File: config.mk
export PLATFORM = sky130hd
export DESIGN_NAME = mux_sel_pipe
export DESIGN_NICKNAME = d
export VERILOG_FILES = /design/src/rtl/sisc_mux_pkg.sv /design/src/rtl/mux_sel_comb.sv /design/src/rtl/mux_sel_pipe.sv
export SDC_FILE = /design/constraint.sdc
export NUM_CORES = 1
export LEC_CHECK = 0
export ABC_AREA = 1
export ABC_CLOCK_PERIOD_IN_PS = 1600
export CORE_MARGIN = 4
export CORE_UTILIZATION = 49
export CTS_CLUSTER_DIAMETER = 30
export DETAILED_ROUTE_END_ITERATION = 8
export GPL_TIMING_DRIVEN = 0
export HOLD_SLACK_MARGIN = 0.15
export PLACE_DENSITY = 0.81
export SLEW_MARGIN = 5
export SYNTH_ARGS = -nofsm -noshare
export SYNTH_HDL_FRONTEND = slang
export SYNTH_SLANG_ARGS = --single-unit
export TNS_END_PERCENT = 1
File: constraint.sdc
create_clock -name clk -period 1.6 [get_ports clk]
set_clock_uncertainty 0.15 [all_clocks]
set_input_delay 0.4 -clock clk [delete_from_list [all_inputs] [get_ports clk]]
set_output_delay 0.4 -clock clk [all_outputs]
set_load 0.01 [all_outputs]
File: src/rtl/sisc_mux_pkg.sv
// Shared definitions for the SISC registered operand selector.
package sisc_mux_pkg;

    localparam logic [1:0] MODE_SELECT = 2'd0;
    localparam logic [1:0] MODE_HOLD   = 2'd1;
    localparam logic [1:0] MODE_SWAP   = 2'd2;
    localparam logic [1:0] MODE_RSVD   = 2'd3;

    typedef enum logic [0:0] {
        ST_IDLE,
        ST_SWAP2
    } state_e;

endpackage

File: src/rtl/mux_sel_comb.sv
// Combinational indexed word pick; out-of-range indices yield zero and raise illegal.
module mux_sel_comb #(
    parameter int unsigned WIDTH  = 16,
    parameter int unsigned NUM_IN = 4,
    parameter int unsigned SEL_W  = $clog2(NUM_IN)
) (
    input  logic [NUM_IN*WIDTH-1:0] in_bus,
    input  logic [SEL_W-1:0]        idx,
    output logic [WIDTH-1:0]        word,
    output logic                    illegal
);

    always_comb begin
        word    = '0;
        illegal = 1'b1;
        for (int k = 0; k < NUM_IN; k++) begin
            if (idx == SEL_W'(k)) begin
                word    = in_bus[k*WIDTH +: WIDTH];
                illegal = 1'b0;
            end
        end
    end

endmodule

File: src/rtl/mux_sel_pipe.sv
// Registered N-way operand selector with SELECT / HOLD / two-beat SWAP modes and
// valid/ready on both sides.
module mux_sel_pipe
    import sisc_mux_pkg::*;
#(
    parameter int unsigned WIDTH  = 16,
    parameter int unsigned NUM_IN = 4,
    parameter int unsigned SEL_W  = $clog2(NUM_IN)
) (
    input  logic                    clk,
    input  logic                    rst_f,
    input  logic [NUM_IN*WIDTH-1:0] in_bus,
    input  logic [SEL_W-1:0]        sel,
    input  logic [SEL_W-1:0]        swap_idx,
    input  logic [1:0]              mode,
    input  logic                    in_valid,
    output logic                    in_ready,
    output logic [WIDTH-1:0]        out_data,
    output logic                    out_valid,
    input  logic                    out_ready,
    output logic                    out_err
);

    state_e           state_q, state_d;
    logic [WIDTH-1:0] out_data_q, out_data_d;
    logic             out_valid_q, out_valid_d;
    logic             out_err_q, out_err_d;
    logic [WIDTH-1:0] last_q, last_d;
    logic [WIDTH-1:0] pend_q, pend_d;
    logic             pend_err_q, pend_err_d;

    logic [WIDTH-1:0] sel_word, swp_word;
    logic             sel_ill, swp_ill;
    logic             accept;

    mux_sel_comb #(
        .WIDTH  (WIDTH),
        .NUM_IN (NUM_IN),
        .SEL_W  (SEL_W)
    ) u_pick_sel (
        .in_bus  (in_bus),
        .idx     (sel),
        .word    (sel_word),
        .illegal (sel_ill)
    );

    mux_sel_comb #(
        .WIDTH  (WIDTH),
        .NUM_IN (NUM_IN),
        .SEL_W  (SEL_W)
    ) u_pick_swp (
        .in_bus  (in_bus),
        .idx     (swap_idx),
        .word    (swp_word),
        .illegal (swp_ill)
    );

    assign in_ready = (state_q == ST_IDLE) && (!out_valid_q || out_ready);
    assign accept   = in_valid && in_ready;

    always_comb begin
        state_d     = state_q;
        out_data_d  = out_data_q;
        out_valid_d = out_valid_q;
        out_err_d   = out_err_q;
        last_d      = last_q;
        pend_d      = pend_q;
        pend_err_d  = pend_err_q;

        unique case (state_q)
            ST_IDLE: begin
                if (accept) begin
                    out_valid_d = 1'b1;
                    unique case (mode)
                        MODE_SELECT: begin
                            out_data_d = sel_word;
                            out_err_d  = sel_ill;
                            // An illegal pick must not disturb what HOLD replays.
                            if (!sel_ill) begin
                                last_d = sel_word;
                            end
                        end
                        MODE_HOLD: begin
                            out_data_d = last_q;
                            out_err_d  = 1'b0;
                        end
                        MODE_SWAP: begin
                            out_data_d = sel_word;
                            out_err_d  = sel_ill;
                            pend_d     = swp_word;
                            pend_err_d = swp_ill;
                            state_d    = ST_SWAP2;
                        end
                        default: begin
                            out_data_d = last_q;
                            out_err_d  = 1'b1;
                        end
                    endcase
                end else if (out_ready) begin
                    out_valid_d = 1'b0;
                end
            end
            ST_SWAP2: begin
                // Second beat comes from the word captured at acceptance, not the live bus.
                if (out_ready) begin
                    out_data_d = pend_q;
                    out_err_d  = pend_err_q;
                    last_d     = pend_q;
                    state_d    = ST_IDLE;
                end
            end
            default: begin
                state_d = ST_IDLE;
            end
        endcase
    end

    always_ff @(posedge clk) begin
        if (!rst_f) begin
            state_q     <= ST_IDLE;
            out_data_q  <= '0;
            out_valid_q <= 1'b0;
            out_err_q   <= 1'b0;
            last_q      <= '0;
            pend_q      <= '0;
            pend_err_q  <= 1'b0;
        end else begin
            state_q     <= state_d;
            out_data_q  <= out_data_d;
            out_valid_q <= out_valid_d;
            out_err_q   <= out_err_d;
            last_q      <= last_d;
            pend_q      <= pend_d;
            pend_err_q  <= pend_err_d;
        end
    end

    assign out_data  = out_data_q;
    assign out_valid = out_valid_q;
    assign out_err   = out_err_q;

endmodule

[After elaboration in Yosys (flattened, before gate mapping)]
Index checks and enable logic that the tools add are counted.
Word-level totals
  register bits: 52
  output and inout bits: 19
  word-level logic and storage cells: 67
Cells by class
  mux-type cells: 34
  bitwise operators: 1
  reductions and logical operators: 13
  equality and inequality tests: 12
Operators by type and width (number)
  2-to-1 mux 16 bit: 14
  one-hot mux 16 bit (2 select lines): 2
  2-to-1 mux 1 bit: 15
  == test 2 bit, second input constant: 5
  == test 2 x 1 -> 1 bit, second input constant: 3
  logical NOT 2 bit: 3
  != test 2 bit, second input constant: 3
  one-hot mux 1 bit (2 select lines): 3
  AND reduction 2 bit: 2
  AND reduction 4 bit: 1
  AND reduction 3 bit: 1
  logical AND 1 bit: 2
  != test 2 x 1 -> 1 bit, second input constant: 1
  nonzero test 2 bit: 1
  OR reduction 2 bit: 1
  logical NOT 1 bit: 1
  logical OR 1 bit: 1
  inverter 1 bit: 1

[Longest topological paths before layout]
  word-level depth: 9
  mapped depth: 9
  depth with buffers taken out: 8

[Cells and area by module]
A second synthesis with hierarchy kept.
Unflattened totals
  cells, all modules: 592
  area total of the unflattened synthesis: 3699.8 sq um
By module, submodules not included
  mux_sel_pipe: area each 2623.8 sq um, cells each 400, instances 1, sequential area each 1041.0 sq um
  mux_sel_comb: area each 538.0 sq um, cells each 96, instances 2, sequential area each 0.0 sq um

[Worst setup path before layout]
OpenSTA, ideal clock, no wires.
  path type: input-to-reg
  start: in out_ready
  end: reg pend_q[11]
  path buffers: 1
  arrival: 1243 ps
  stages on the path: 8
  path slack: 90 ps
  cells stage by stage: inv_1 -> a21oi_4 -> nand2_2 -> nor2_4 -> buf_6 -> o21ai_0 -> nor2_1 -> nor2_1
Between the ends
  longest elaborated chain between the ends: 4
Ends and longest elaborated chain
  start, declared: RTL line mux_sel_pipe.sv:20  | input logic out_ready,
  logical OR 1 bit: RTL line mux_sel_pipe.sv:58  | assign in_ready = (state_q == ST_IDLE) && (!out_valid_q || out_ready);
  logical AND 1 bit: RTL line mux_sel_pipe.sv:58
  named net in_ready: RTL line mux_sel_pipe.sv:17  | output logic in_ready,
  logical AND 1 bit: RTL line mux_sel_pipe.sv:59  | assign accept = in_valid && in_ready;
  AND reduction 3 bit (no line)
  end signal, assigned: RTL line mux_sel_pipe.sv:133  | pend_q <= pend_d;
  end, declared: RTL line mux_sel_pipe.sv:29  | logic [WIDTH-1:0] pend_q, pend_d;
The timed path passes the listed nets, and every way through them passes these cells.
A chain may end at the register's enable or synchronous reset.

[Worst setup path after layout]
  start: reg state_q
  end: out in_ready
Between the ends
  longest elaborated chain between the ends: 2
Ends and longest elaborated chain
  start, declared: RTL line mux_sel_pipe.sv:24  | state_e state_q, state_d;
  start signal, assigned: RTL line mux_sel_pipe.sv:128  | state_q <= state_d;
  inverter 1 bit (no line)
  logical AND 1 bit: RTL line mux_sel_pipe.sv:58
  end, declared: RTL line mux_sel_pipe.sv:17
No other way between the ends.

==> results.cfg <==
[status]
outcome = complete, but fails checks
violations = setup timing

[clocking]
clk_pin_slew_worst_paths_ps = 90
numCtsBuffers = 5
cts_root_buf = clkbuf_8
cts_tree = done
cts.sinks = 52
htree_levels = 2
worstSkewPairLatency_ps = 300
clockBufferDepth = 2

[die]
core-area_sq_um = 6869
die_x_um = 92.41
rows = 30
io_pins = 93
initial_utilization_pct = 50.82
die_h_um = 92.41
die-area_sq_um = 8539

[synth]
yosysTopAreaCell = dfxtp_1
synthXorXnorAreaFrac_pct = 0
synth_common_cells = nand2_1, nor2_1, nand3_1, o21ai_0, inv_1
ys_warn_count = 0
synth_simple_gate_area_share_pct = 42.72
synth_top_area_share_pct = 29.82
ys_types = 24
syn_avg_cell_area_sq_um = 5.760
yosysSeqAreaShare_pct = 29.82
synth_nets = 680
synth_edf_count = 0
async_flop_share_pct = 0
netlist_area_sq_um = 3491
yosys_register_bits = 52
yosysMostFrequentCell = nand2_1
synth_top_family_by_area = simple AND/OR/NAND/NOR gates
ys.flop_type = dfxtp_1
synthTopCellsByArea = dfxtp_1, nand2_1, nand3_1
synth_cells = 606
muxShareOfSynthArea_pct = 0
synthAdderAreaFrac_pct = 0
synth_compound_area_share_pct = 15.41

[sta]
fmax_ghz = 0.6195
final-setup-viol-count = 1
finalCritPeriodShare_pct = 100.9
layout_setup_ws_ps = -14.17
hold_viol = 0
worst_slew_pin_slew_ps = 542.5
rsz0062_at_grt = yes
slew_headroom_pct = 63.83
slew_violations = 0
layout_min_cycle_time_ps = 1614

[min_path]
hold_class = flop to flop

[pwr]
power_mw = 3.240
power_density_nw_per_um2 = 701.7
leakagePower_nw = 2.276
ir_drop_uv = 496.1

[worst_setup_path]
required_ps = 1050
arrival_ps = 1060
critical_path_class = flop to primary output
max_stage_delay_ps = 320
critPathSlowestCell = dfxtp_1
crit_path_start_kind = flop
worstPathCellList = buf_6 > a21oi_4 > buf_2
crit_family = flip-flops
path_buf_inv = 2
critPathMaxFanout = 8
worstSetupEndpointType = primary output

[detailed_routing]
dr.pass1.iters = 5
wire_per_inst_um = 15.14
antenna_left = 0
routed_via_density = 5.423
dr_total_vias = 4349
wirelength_um = 12150
drt_iter0_drc = 333
drcViolationCount = 0

[grt]
track_usage_pct = 28.28
grt_max_degree = 15
grt_overflow_total = 0
grt_pass1_wl_um = 19520
grt_pass1_vias = 4147
antenna_found_initial = 0

[layout]
fillers = 635
n_antenna_cell = 0
areaGrowthSynthToFinish_pct = 32.26
fin_cells = 802
nNetsFinal = 780
drive_above_1_share_pct = 8.357

[place]
gp_congestion = 0.8909
port_buffers = 89
dpl.cell_count = 791
dpl.hpwl_um = 9329

[job]
max-cap-violations = 0
## layout make-up
class / instances / area [sq um] / share of cell area [%]
multi-input cells: 460 / 2037 / 44.12
flip-flops and latches: 52 / 1042 / 22.57
plain buffers: 35 / 222.7 / 4.824
clock buffers: 7 / 96.34 / 2.087
well taps: 96 / 120.1 / 2.602
inverters: 59 / 225.2 / 4.878
repair buffers: 93 / 873.3 / 18.92
## layout by cell type (no fill, tap or decap), types with 2 or more instances in the layout
cell type / netlist / final
dlygate4sd2_1: 0 / 20
inv_2: 2 / 2
buf_1: 2 / 2
dfxtp_1: 52 / 51
nand2_1: 176 / 175
clkbuf_4: 0 / 2
nor2_4: 3 / 3
clkbuf_8: 0 / 7
clkbuf_2: 1 / 7
a21oi_1: 35 / 35
clkdlybuf4s50_1: 0 / 65
or2_2: 5 / 5
buf_2: 11 / 8
clkbuf_1: 12 / 9
buf_4: 4 / 8
nand2_4: 2 / 3
o21ai_0: 56 / 56
inv_1: 55 / 54
buf_6: 5 / 7
o21ai_1: 10 / 10
nand3_1: 76 / 76
nor2_1: 92 / 92
## kinds of logic (layout without fill, tap and decap cells)
family / Yosys count / in the layout
compound gates: 103 / 103
buf+inv: 94 / 194
flops: 52 / 52
simple gates: 357 / 357
## registers in the layout, summed over array words and instances, names as in the netlist
signal      flops
out_valid       1
out_err         1
pend_q         16
out_data       16
state_q         1
last_q         16
pend_err_q      1
## stage by stage
step | TNS [ps] | area [sq um] | worst slack, ps | hold slack [ps] | utilization (%)
floorplan | 0 | 3491 | 90.29 | 266.9 | -
global placement | -29880 | 4502 | -656.4 | 282.1 | 65.54
detailed placement | -31080 | 4502 | -685.0 | 304.7 | 65.54
CTS | -4.101 | 4619 | -4.101 | 315.6 | 67.25
global route | -563.2 | 4617 | -66.71 | 332.6 | 67.21
finish | -14.17 | 4617 | -14.17 | 318.7 | 67.21
## worst register-to-register path, delay by kind of cell (launching register included)
family | cells | cell delay (ps)
flops | 1 | 320
simple gates | 3 | 370
buf+inv | 3 | 410
compound gates | 2 | 230
## what timing repair did
item | in CTS | in global routing
endpoints found under the setup margin | 70 | 48
hold endpoints to repair | 0 | 0
gates cloned | 1 | 0
hold buffers | 0 | 0
gates resized for setup | 39 | 13
pin swaps | 5 | 2
setup buffers | 3 | 0
## layer usage
layer  track usage, %  routed length (um)  share of wire [%]
met5                0                   0                  0
met1            36.12                4905                 40
met4            9.406                 368                3.0
met2            48.58                5888                 48
met3            4.224                 982                8.1
## final timing paths
kind                    from            to  slack (ps)  cells after the start
setup / recovery     state_q      in_ready         -10                      3
hold / removal    pend_err_q    pend_err_q         320                      2
setup reg to reg     state_q  out_data[10]          10                      8
hold reg to reg   pend_err_q    pend_err_q         320                      2
## report_power, final
group          internal, mW  total (mW)  leakage, nW  switching (mW)
logic                 0.434        1.00         1.80           0.568
registers              1.39        1.43        0.427          0.0441
clock network         0.386       0.805       0.0503           0.418
No activity file was read; power rests on OpenSTA's default activity.
